[config.mk]
export PLATFORM = sky130hd
export DESIGN_NAME = nb_result_capture
export DESIGN_NICKNAME = d
export VERILOG_FILES = /design/src/rtl/nb_result_capture.sv
export SDC_FILE = /design/constraint.sdc
export NUM_CORES = 1
export LEC_CHECK = 0
export BUFFER_PORTS_ARGS = -buffer_cell sky130_fd_sc_hd__buf_2
export CORE_MARGIN = 2
export CORE_UTILIZATION = 57
export CTS_CLUSTER_SIZE = 30
export DETAILED_ROUTE_END_ITERATION = 10
export PLACE_DENSITY_LB_ADDON = 0.15
export SYNTH_ARGS = -nofsm -noshare
export SYNTH_HDL_FRONTEND = slang
export SYNTH_SLANG_ARGS = --single-unit
[constraint.sdc]
create_clock -name clk -period 4.7 [get_ports clk]
set_input_delay 0.94 -clock clk [delete_from_list [all_inputs] [get_ports clk]]
set_output_delay 0.94 -clock clk [all_outputs]
set_load 0.005 [all_outputs]
[src/rtl/nb_result_capture.sv]
// Captures upstream (a, c, d) triples into a first-word-fall-through FIFO with sequence tags and drop accounting.
// Optional per-entry "d changed" flag is enabled by defining NB_CAPTURE_DELTA_EN.
module nb_result_capture #(
    parameter int WIDTH = 32,
    parameter int DEPTH = 4,
    parameter int SEQ_W = 8
) (
    input  logic                     clk,
    input  logic                     rst,
    input  logic                     in_valid,
    input  logic [WIDTH-1:0]         in_a,
    input  logic [WIDTH-1:0]         in_c,
    input  logic [WIDTH-1:0]         in_d,
    output logic                     out_valid,
    input  logic                     out_ready,
    output logic [WIDTH-1:0]         out_a,
    output logic [WIDTH-1:0]         out_c,
    output logic [WIDTH-1:0]         out_d,
    output logic [SEQ_W-1:0]         out_seq,
    output logic [$clog2(DEPTH):0]   level,
    output logic                     overflow,
`ifdef NB_CAPTURE_DELTA_EN
    output logic                     out_dchg,
`endif
    output logic [7:0]               drop_cnt
);

    localparam int PTR_W = $clog2(DEPTH);
    localparam int LVL_W = PTR_W + 1;

    logic [PTR_W-1:0] wr_ptr_q, wr_ptr_d;
    logic [PTR_W-1:0] rd_ptr_q, rd_ptr_d;
    logic [LVL_W-1:0] level_q, level_d;
    logic [SEQ_W-1:0] seq_q, seq_d;
    logic             overflow_q, overflow_d;
    logic [7:0]       drop_cnt_q, drop_cnt_d;
    logic             rd_en, wr_en, drop;

    logic [WIDTH-1:0] mem_a_q   [DEPTH];
    logic [WIDTH-1:0] mem_c_q   [DEPTH];
    logic [WIDTH-1:0] mem_d_q   [DEPTH];
    logic [SEQ_W-1:0] mem_seq_q [DEPTH];

`ifdef NB_CAPTURE_DELTA_EN
    logic [WIDTH-1:0] prev_d_q, prev_d_d;
    logic             prev_vld_q, prev_vld_d;
    logic             dchg_new;
    logic             mem_dchg_q [DEPTH];
`endif

    // A full FIFO still accepts a write when the head leaves in the same cycle.
    always_comb begin
        rd_en      = (level_q != '0) && out_ready;
        wr_en      = in_valid && ((level_q != LVL_W'(DEPTH)) || rd_en);
        drop       = in_valid && !wr_en;
        wr_ptr_d   = wr_ptr_q;
        rd_ptr_d   = rd_ptr_q;
        level_d    = level_q;
        seq_d      = seq_q;
        overflow_d = overflow_q;
        drop_cnt_d = drop_cnt_q;
        if (wr_en) begin
            wr_ptr_d = wr_ptr_q + PTR_W'(1);
            seq_d    = seq_q + SEQ_W'(1);
        end
        if (rd_en) begin
            rd_ptr_d = rd_ptr_q + PTR_W'(1);
        end
        case ({wr_en, rd_en})
            2'b10:   level_d = level_q + LVL_W'(1);
            2'b01:   level_d = level_q - LVL_W'(1);
            default: level_d = level_q;
        endcase
        if (drop) begin
            overflow_d = 1'b1;
            if (drop_cnt_q != 8'hFF) begin
                drop_cnt_d = drop_cnt_q + 8'd1;
            end
        end
    end

    always_ff @(posedge clk) begin
        if (rst) begin
            wr_ptr_q   <= '0;
            rd_ptr_q   <= '0;
            level_q    <= '0;
            seq_q      <= '0;
            overflow_q <= 1'b0;
            drop_cnt_q <= '0;
        end else begin
            wr_ptr_q   <= wr_ptr_d;
            rd_ptr_q   <= rd_ptr_d;
            level_q    <= level_d;
            seq_q      <= seq_d;
            overflow_q <= overflow_d;
            drop_cnt_q <= drop_cnt_d;
        end
    end

    // Storage needs no reset; occupancy alone decides what is visible.
    always_ff @(posedge clk) begin
        if (!rst && wr_en) begin
            mem_a_q[wr_ptr_q]   <= in_a;
            mem_c_q[wr_ptr_q]   <= in_c;
            mem_d_q[wr_ptr_q]   <= in_d;
            mem_seq_q[wr_ptr_q] <= seq_q;
        end
    end

`ifdef NB_CAPTURE_DELTA_EN
    always_comb begin
        dchg_new   = !prev_vld_q || (in_d != prev_d_q);
        prev_d_d   = prev_d_q;
        prev_vld_d = prev_vld_q;
        if (wr_en) begin
            prev_d_d   = in_d;
            prev_vld_d = 1'b1;
        end
    end

    always_ff @(posedge clk) begin
        if (rst) begin
            prev_d_q   <= '0;
            prev_vld_q <= 1'b0;
        end else begin
            prev_d_q   <= prev_d_d;
            prev_vld_q <= prev_vld_d;
        end
    end

    always_ff @(posedge clk) begin
        if (!rst && wr_en) begin
            mem_dchg_q[wr_ptr_q] <= dchg_new;
        end
    end

    assign out_dchg = mem_dchg_q[rd_ptr_q];
`endif

    assign out_valid = (level_q != '0);
    assign out_a     = mem_a_q[rd_ptr_q];
    assign out_c     = mem_c_q[rd_ptr_q];
    assign out_d     = mem_d_q[rd_ptr_q];
    assign out_seq   = mem_seq_q[rd_ptr_q];
    assign level     = level_q;
    assign overflow  = overflow_q;
    assign drop_cnt  = drop_cnt_q;

endmodule

Word level (Yosys, flattened, before mapping)
Memory sizes are Yosys's and may differ from the RTL's. A register that Yosys moved wholly into a read port is not among the register bits.
Cells that the tools add are included.
{ "totals": {"input_bits": 100, "memories": 4, "regBits": 24, "wordCells": 41, "ram_bits": 416, "out_inout_bits": 117} }
{ "memory_table": {"columns": ["memory", "depth", "width", "read_ports", "rd_ports_with_merged_regs", "write_ports", "line", "text"], "rows": [
  ["mem_a_q", 4, 32, 1, 1, 1, "39", "logic [WIDTH-1:0] mem_a_q [DEPTH];"],
  ["mem_c_q", 4, 32, 1, 1, 1, "40", "logic [WIDTH-1:0] mem_c_q [DEPTH];"],
  ["mem_d_q", 4, 32, 1, 1, 1, "41", "logic [WIDTH-1:0] mem_d_q [DEPTH];"],
  ["mem_seq_q", 4, 8, 1, 1, 1, "42", "logic [SEQ_W-1:0] mem_seq_q [DEPTH];"]
]} }
{ "classes": {"addsub": 6, "mux": 11, "reduce_logical": 10, "eq_ne": 4} }
{ "op_table": {"columns": ["operator", "count"], "rows": [
  ["$add A8 B1 Y8 const B", 2],
  ["$mux W2", 8],
  ["$ne A8 B8 Y1 const B", 1],
  ["$pmux W3 S2", 1],
  ["$add A2 B1 Y2 const B", 2],
  ["$logic_and A1 B1 Y1", 4],
  ["$add A3 B1 Y3 const B", 1],
  ["$ne A3 B3 Y1 const B", 1],
  ["$reduce_bool A3 Y1", 1],
  ["$sub A3 B1 Y3 const B", 1],
  ["$eq A2 B1 Y1 const B", 1],
  ["$eq A2 B2 Y1 const B", 1],
  ["$logic_not A1 Y1", 2],
  ["$mux W1", 2],
  ["$reduce_and A2 Y1", 1],
  ["$reduce_bool A2 Y1", 1],
  ["$logic_or A1 B1 Y1", 1]
]} }

Depth between registers and ports, before layout
Gate-level depths: netlist (run 1).
{ "depth": {"ltp_word": 7, "mapped_depth": 7, "ltp_nobuf": 6} }

Worst setup path before layout (run 1)
Ideal clock, no wire load.
{ "synth_path": {"path_kind": "in2reg", "from": "input port out_ready", "to": "memory mem_a_q[0][0], enable pin", "n_path_buf": 1, "setup_ns": 0.475, "required_time_ns": 4.225, "slack_ns": 0.371, "stages": 5, "t_arrival_ns": 3.854, "cell_sequence": "or4b_1 buf_2 nand2_2 nor2_1 and2_1"} }
{ "synth_between": {"elab_chain_cells": 6} }
{ "synth_rtl": {"columns": ["item", "line", "text"], "rows": [
  ["start: declaration", "15", "input logic out_ready,"],
  ["$logic_and A1 B1 Y1", "53", "rd_en = (level_q != '0) && out_ready;"],
  ["$logic_or A1 B1 Y1", "54", "wr_en = in_valid && ((level_q != LVL_W'(DEPTH)) || rd_en);"],
  ["$logic_and A1 B1 Y1", "54", null],
  ["$logic_and A1 B1 Y1", "102", "if (!rst && wr_en) begin"],
  ["$mux W1", "102", null],
  ["$mux W1 (not written as such)", "103", "mem_a_q[wr_ptr_q] <= in_a;"],
  ["end: declaration", "39", null]
]} }
No other way between the ends.

==> qor.csv, run 1 <==
metric,value,unit
sequential-to-total area share from yosys stat,80.11,%
CTS Sinks,442,
setup violators final,0,
status,completed,
Relative slew margins,36.81,%
Remaining DRCs,0,
Pleak,6.351,nW
row count,61,
Via density,5.741,
crit path DAT,2.45,ns
worst vdd ir,0.2897,mV
DP Area,17830,µm²
Fin Setup TNS,0,ns
Post-Syn Nets,797,
post-DP HPWL,18140,µm
Async SR Flop Fraction,0,%
Initial Util,58.15,%
dominant synthesized flop cell,edfxtp_1,
Clock Tree Buf Depth,3,
Die Wd,172.8,µm
Hold Slack,0.4793,ns
area grow syn2layout,17.65,%
Post-CTS Repair Setup Buffers,0,
layout cells sized above 1,40.85,%
Final Net Count,1037,
CTS resizes,0,
Pwr per Cell Area,451.9,nW/µm²
drt wl/cell,22.35,µm
Starting DRT DRC Count,751,
Die Height,172.8,µm
total gr overflow,0,
Root Driver,clkbuf_16,
most frequent cells in the layout,"edfxtp_1 (416), buf_2 (216), mux4_2 (104)",
global-route wire length before repair,46320,µm
GRT Total Usage,20.18,%
"CTS clk-pin slew, worst paths",0.06,ns
"Req. time, crit path",3.76,ns
largest net degree at the start of global routing,90,
endpoint type of the worst setup path,output port,
# Max-Cap Violations,0,
worst skew pair latency,0.53,ns
"FF+latch count, synth",442,
"commonest non-fill, non-tap cell in the layout",edfxtp_1,
slowest cell on the critical path,dfxtp_4,
CTS H-tree lvls,2,
"Hold Vio Cnt, Final",0,
GP Congestion,0.7755,
WS Path Type,flop to output port,
Post-Place Setup Slack,1.605,ns
Max Clk Rate,294.6,MHz
die area,29860,µm²
TritonCTS clock tree,done,
distinct cell type count of the synthesized netlist,44,
"slowest stage delay, CP",0.96,ns
cts bufs inserted,43,
number of flops mapped to enable cells by yosys,416,
area of the core,27930,µm²
Max Slew Vio Count,0,
I/O Buffers,216,
I/O pins,217,
Post-Syn Area per Cell,23.54,µm²
"Cell Chain, Critical Path",buf_12 -> mux4_2 -> buf_2,
Post-Syn Area,16240,µm²
post-route cell area,19110,µm²
hold buffer count at CTS,0,
antenna violations before repair,5,
crit-path max FO,59,
vias in the first global route,8096,
RSZ-0062 raised after global routing,false,
fin crit period,3.394,ns
fin crit share,72.22,%
DRT antenna net count,0,
Yosys warning count,0,
total vias in the final route,7710,
final wirelength,30020,µm
Slew @ Worst Pin,0.9479,ns
Min-Delay Path Class,flop to flop,
First-pass DRT Iterations,4,
Clock Skews,0.01531,ns
Syn Inst Count,690,
post-route setup slack,1.306,ns
crit start category,flop,
cell families after synthesis:
logic type,after synthesis,share of synthesized area (%)
flops,442,80.11
xor+xnor,12,0.6470
buf+inv,36,0.9398
mux,106,14.55
simple gates,63,2.119
compound gates,24,1.048
fa+ha+maj,7,0.5854
worst paths after layout:
| kind | from | endpoint | slack, ns | depth (start not counted) |
|---|---|---|---|---|
| setup / recovery | flop | out_a[31] | 1.31 | 3 |
| hold / removal | overflow$_SDFFE_PP0P_ | overflow$_SDFFE_PP0P_ | 0.48 | 2 |
| setup reg to reg | level[0]$_SDFFE_PP0P_ | mem_d_q[2][8]$_DFFE_PP_ | 2.16 | 5 |
| hold reg to reg | overflow$_SDFFE_PP0P_ | overflow$_SDFFE_PP0P_ | 0.48 | 2 |
metrics by stage:
| step | total power, mW | instances | util, % |
|---|---|---|---|
| after floorplan | 5.203 | 690 | - |
| after global placement | 5.595 | 1263 | 63.83 |
| after detailed placement | 5.628 | 1263 | 63.83 |
| after CTS | 8.724 | 1340 | 68.38 |
| after global routing | 8.943 | 1341 | 68.39 |
| final | 8.635 | 1343 | 68.41 |
final cells by class:
cell class,instances,area (µm²)
Sequential cell,442,13020
Fill cell,1788,8825
Multi-Input combinational cell,212,3088
Timing Repair Buffer,226,1231
Clock buffer,64,1176
Tap cell,378,473.0
Clock inverter,13,95.09
Inverter,5,18.77
Antenna cell,3,7.507
report_power, final:
group          switching, mW  internal (mW)
combinational          0.470          0.524
sequential            0.0801           4.45
clock                   1.33           1.78
total                   1.88           6.76
per-layer routing:
metal,GRT usage (%),part of all wire [%],vias to the layer above
met5,0,0.097,-
met4,6.144,2.3,4
met3,5.475,7.1,60
met2,33.78,51,263
met1,26.28,40,3993
li1,-,-,3390
state kept, by name, indices dropped and copies added (netlist names), 2 cells and up, named ones only:
name	count
mem_a_q	128
mem_c_q	128
mem_d_q	128
mem_seq_q	32
drop_cnt	8
seq_q	8
level	3
rd_ptr_q	2
wr_ptr_q	2
synthesized netlist by cell type, types with 2 or more instances:
cell type	count	share of area, %
a211oi_1	3	0.14
a21oi_1	6	0.18
a31oi_1	4	0.15
and2_1	4	0.15
and3_1	3	0.12
buf_1	6	0.14
buf_2	14	0.43
clkbuf_1	11	0.25
dfxtp_1	26	3.2
edfxtp_1	416	77
ha_1	6	0.46
inv_1	5	0.12
mux4_2	104	14
nand2_1	7	0.16
nand2_2	2	0.077
nand3_1	10	0.31
nor2_1	21	0.49
nor3_1	2	0.062
o31a_2	2	0.12
o31ai_1	3	0.14
or4_1	2	0.092
xnor2_1	5	0.27
xor2_1	7	0.38
critical path, delay by kind of cell, from the launching register on:
kind | cells | cell delay, ns
buffers and inverters | 2 | 0.54
flip-flops | 1 | 0.96
multiplexers | 1 | 0.37
Note: power is estimated with default switching activity, not from simulation.
==> run 2: changes to the inputs <==
Settings changed: CORE_UTILIZATION 57 to 52.
Clock period 4.7 ns to 2.85 ns, I/O delays scaled along.
==> run 2 against run 1 <==
  * Non-clock buffer count is 2 higher
  * Power grew 70%
  * Register-to-register slack worse by 1.6 ns
==> qor.csv, run 2 (same netlist as run 1, synthesis figures left out) <==
metric,value,unit,change
I/O pins,217,,unchanged
Slew @ Worst Pin,0.6837,ns,-0.2642 ns
cts bufs inserted,44,,+2.3%
vias in the first global route,8139,,+0.53%
FF+latch area,13020,µm²,unchanged
Pleak,6.442,nW,+1.4%
final wirelength,30830,µm,+2.7%
worst vdd ir,0.5716,mV,+97%
largest net degree at the start of global routing,105,,+17%
post-route cell area,19320,µm²,+1.1%
"Hold Vio Cnt, Final",0,,unchanged
Initial Util,52.96,%,-5.2 points
Clock Skews,0.02406,ns,+0.008750 ns
TritonCTS clock tree,done,,
Max Slew Vio Count,0,,unchanged
crit path DAT,2.07,ns,-0.38 ns
"Req. time, crit path",2.28,ns,-1.48 ns
layout cells sized above 1,42.19,%,+1.3 points
Fin Setup TNS,0,ns,unchanged
hold path depth,1,,-1
Remaining DRCs,0,,unchanged
WS Path Type,flop to output port,,
area of the multi-input gates,3088,µm²,unchanged
First-pass DRT Iterations,5,,+1
most frequent cells in the layout,"edfxtp_1 (416), buf_2 (216), mux4_2 (104)",,
slowest cell on the critical path,mux4_2,,
CTS resizes,0,,unchanged
"Cell Chain, Critical Path",buf_12 -> mux4_2 -> buf_2,,
critical path depth in cells,3,,unchanged
# Max-Cap Violations,0,,unchanged
die area,32670,µm²,+9.4%
global-route wire length before repair,47130,µm,+1.8%
Die Wd,180.7,µm,+4.6%
DP Area,17920,µm²,+0.49%
Starting DRT DRC Count,644,,-14%
endpoint type of the worst setup path,output port,,
status,completed,,
"CTS clk-pin slew, worst paths",0.06,ns,about the same
total vias in the final route,7750,,+0.52%
RSZ-0062 raised after global routing,false,,
Root Driver,clkbuf_16,,
Top Registers,"mem_a_q x128, mem_c_q x128, mem_d_q x128",,
CTS H-tree lvls,2,,unchanged
"commonest non-fill, non-tap cell in the layout",edfxtp_1,,
crit-path max FO,56,,-5.1%
area of the core,30670,µm²,+9.8%
GP Congestion,0.8291,,+6.9%
r2r worst-path depth,5,,unchanged
Min-Delay Path Class,primary input to flop,,
area grow syn2layout,18.94,%,
post-DP HPWL,18670,µm,+2.9%
Final Net Count,1040,,+0.29%
DRT antenna net count,0,,unchanged
drt wl/cell,22.57,µm,+0.97%
fill count,2120,,+19%
Clock Tree Buf Depth,3,,unchanged
crit start category,flop,,
total gr overflow,0,,unchanged
Max Clk Rate,378.1,MHz,
Post-CTS Repair Setup Buffers,0,,unchanged
hold buffer count at CTS,0,,unchanged
Via density,5.673,,-1.2%
Die Height,180.7,µm,+4.6%
antenna violations before repair,4,,-1
CTS Sinks,442,,unchanged
row count,64,,+4.9%
I/O Buffers,216,,unchanged
buffers plus inverters on the worst setup path,2,,unchanged
fin crit period,2.644,ns,
CP top delay family,multiplexers,,
"slowest stage delay, CP",0.61,ns,-0.35 ns
GRT Total Usage,18.87,%,-1.3 points
Relative slew margins,53.84,%,+17 points
fin crit share,92.79,%,
setup violators final,0,,unchanged
worst skew pair latency,0.54,ns,about the same
Pwr per Cell Area,758.1,nW/µm²,+68%
[run 2: through the flow]
step / power, mW / setup WS, ns / util [%] / hold slack [ns] / std cells
floorplan: 8.569 / 0.04927 / - / 0.4604 / 690
detailed placement: 9.312 / 0.3043 / 58.42 / 0.4656 / 1283
finish: 14.65 / 0.2055 / 62.99 / 0.2401 / 1366
global placement: 9.265 / 0.3794 / 58.42 / 0.4539 / 1283
global route: 15.21 / 0.09133 / 62.97 / 0.2210 / 1363
CTS: 14.81 / 0.1378 / 62.97 / 0.2182 / 1363
[run 2: cell type report]
| type | instances | area share [%] |
|---|---|---|
| flip-flops and latches | 442 | 67.39 |
| clock inverters | 24 | 1.062 |
| clock buffers | 56 | 6.152 |
| multi-input cells | 212 | 15.98 |
| repair buffers | 228 | 6.709 |
| diodes | 3 | 0.03886 |
| inverters | 5 | 0.09714 |
| well taps | 396 | 2.565 |
[run 2: final timing paths]
check                        start                  endpoint  slack, ns
max                           flop                 out_c[14]       0.21
max reg2reg  level[0]$_SDFFE_PP0P_  mem_d_q[2][30]$_DFFE_PP_       0.53
min                       in_a[27]  mem_a_q[3][27]$_DFFE_PP_       0.24
min reg2reg  overflow$_SDFFE_PP0P_     overflow$_SDFFE_PP0P_       0.47
[run 2: metal layers]
layer	wire (µm)	GRT usage, %	up-vias	share of wire (%)
li1	-	-	3397	-
met1	12730	25.78	4016	41
met2	15580	31.38	287	51
met3	1999	4.273	48	6.5
met4	507	4.516	2	1.6
met5	7	0	-	0.023
[run 2: power breakdown]
group,total (mW),internal [mW],switching [mW],leakage [nW]
logic,1.70,0.877,0.825,1.76
clock network,5.51,3.23,2.29,0.681
registers,7.43,7.34,0.0933,4.00
==> run 3: changes to the inputs <==
Settings changed: CORE_UTILIZATION 52 to 57.
Clock period 2.85 ns to 2.9 ns, I/O delays scaled along.
==> run 3 against run 2 <==
  * Critical path depth is the same
  * Count of clock-buffer cells in the layout shrank 6
  * Clock power shrank 4.9%
  * Wire length shrank 0.81%
  * Via count grew 0.81%
  * Sequential cell count is the same
  * Sequential share of layout area is essentially flat
  * Core utilization grew 6.2 points
  * Final cell count shrank 0.73%
  * Final area is essentially flat
==> qor.csv, run 3 (same netlist as run 1, synthesis figures left out) <==
metric,value,unit,change
slowest cell on the critical path,mux4_2,,
area grow syn2layout,19.03,%,about the same
RSZ-0062 raised after global routing,false,,
Final Net Count,1049,,+0.87%
largest net degree at the start of global routing,62,,-41%
Initial Util,58.15,%,+5.2 points
I/O pins,217,,unchanged
fin crit share,95.06,%,
fin crit period,2.757,ns,
fill count,1766,,-17%
CTS resizes,0,,unchanged
GP Congestion,0.8007,,-3.4%
FF+latch area,13020,µm²,unchanged
antenna violations before repair,6,,+2
"commonest non-fill, non-tap cell in the layout",edfxtp_1,,
total vias in the final route,7813,,+0.81%
setup violators final,0,,unchanged
crit-path max FO,36,,-36%
Starting DRT DRC Count,657,,+2.0%
"Hold Vio Cnt, Final",0,,unchanged
final wirelength,30580,µm,-0.81%
Top Registers,"mem_a_q x128, mem_c_q x128, mem_d_q x128",,
Root Driver,clkbuf_16,,
WS Path Type,flop to output port,,
Pleak,6.491,nW,+0.76%
vias in the first global route,8235,,+1.2%
CTS H-tree lvls,2,,unchanged
final core area utilization,69.21,%,+6.2 points
post-route cell area,19330,µm²,about the same
I/O Buffers,216,,unchanged
Remaining DRCs,0,,unchanged
Max Slew Vio Count,0,,unchanged
endpoint type of the worst setup path,output port,,
area of the multi-input gates,3088,µm²,unchanged
"Cell Chain, Critical Path",buf_12 -> mux4_2 -> buf_2,,
GRT Total Usage,20.67,%,+1.8 points
Pwr per Cell Area,736.7,nW/µm²,-2.8%
"CTS clk-pin slew, worst paths",0.06,ns,about the same
area of the core,27930,µm²,-8.9%
Relative slew margins,56.93,%,+3.1 points
cts bufs inserted,43,,-2.3%
most frequent cells in the layout,"edfxtp_1 (416), buf_2 (216), mux4_2 (104)",,
status,completed,,
Die Height,172.8,µm,-4.4%
global-route wire length before repair,47800,µm,+1.4%
"Req. time, crit path",2.32,ns,+0.04 ns
crit start category,flop,,
First-pass DRT Iterations,5,,unchanged
drt wl/cell,22.55,µm,about the same
die area,29860,µm²,-8.6%
"slowest stage delay, CP",0.59,ns,-0.02 ns
Clock Tree Buf Depth,3,,unchanged
CTS Sinks,442,,unchanged
Slew @ Worst Pin,0.6379,ns,-0.04580 ns
layout cells sized above 1,43.08,%,+0.88 points
Max Clk Rate,362.7,MHz,
TritonCTS clock tree,done,,
Clock Skews,0.01232,ns,-0.01175 ns
row count,61,,-4.7%
hold buffer count at CTS,0,,unchanged
Min-Delay Path Class,primary input to flop,,
worst skew pair latency,0.52,ns,-0.02 ns
crit path DAT,2.18,ns,+0.11 ns
DP Area,18000,µm²,+0.43%
worst vdd ir,0.5248,mV,-8.2%
DRT antenna net count,0,,unchanged
Via density,5.762,,+1.6%
total gr overflow,0,,unchanged
post-DP HPWL,19170,µm,+2.7%
Fin Setup TNS,0,ns,unchanged
# Max-Cap Violations,0,,unchanged
Post-CTS Repair Setup Buffers,0,,unchanged
Die Wd,172.8,µm,-4.4%
-- run 3: report_power, final --
part	internal (mW)	switching (mW)	total, mW
sequential	7.21	0.113	7.32
combinational	0.886	0.797	1.68
clock	3.03	2.21	5.24
-- run 3: path summary, 6_finish.rpt --
| check | start | to | slack (ns) | cells past startpoint |
|---|---|---|---|---|
| max | flop | out_c[13] | 0.14 | 3 |
| min reg2reg | overflow$_SDFFE_PP0P_ | overflow$_SDFFE_PP0P_ | 0.47 | 2 |
| max reg2reg | level[0]$_SDFFE_PP0P_ | mem_a_q[1][5]$_DFFE_PP_ | 0.46 | 5 |
| min | in_d[22] | mem_d_q[2][22]$_DFFE_PP_ | 0.27 | 1 |
-- run 3: through the flow --
step	std cells	hold slack [ns]	setup slack (ns)	power, mW
5_1_grt	1355	0.2601	0.03264	14.75
3_3_place_gp	1275	0.4539	0.3774	9.128
2_1_floorplan	690	0.4604	0.08927	8.421
3_5_place_dp	1275	0.4651	0.2527	9.174
6_report	1356	0.2745	0.1432	14.24
4_1_cts	1353	0.2525	0.09563	14.38
-- run 3: final cells by class --
cell class	instances	area share [%]
Antenna cell	3	0.03883
Tap cell	378	2.446
Clock buffer	50	5.805
Sequential cell	442	67.34
Multi-Input combinational cell	212	15.97
Inverter	5	0.09708
Timing Repair Buffer	238	7.222
Clock inverter	28	1.074
-- run 3: critical path, delay by kind of cell (launching register included) --
kind / cells / cell delay [ns]
flops: 1 / 0.55
buf+inv: 2 / 0.50
mux: 1 / 0.59
-- run 3: routing by layer --
layer | part of all wire, % | track usage, %
met1 | 41 | 28.57
met2 | 50 | 33.87
met3 | 7.1 | 4.573
met4 | 2.2 | 5.897
met5 | 0.13 | 0
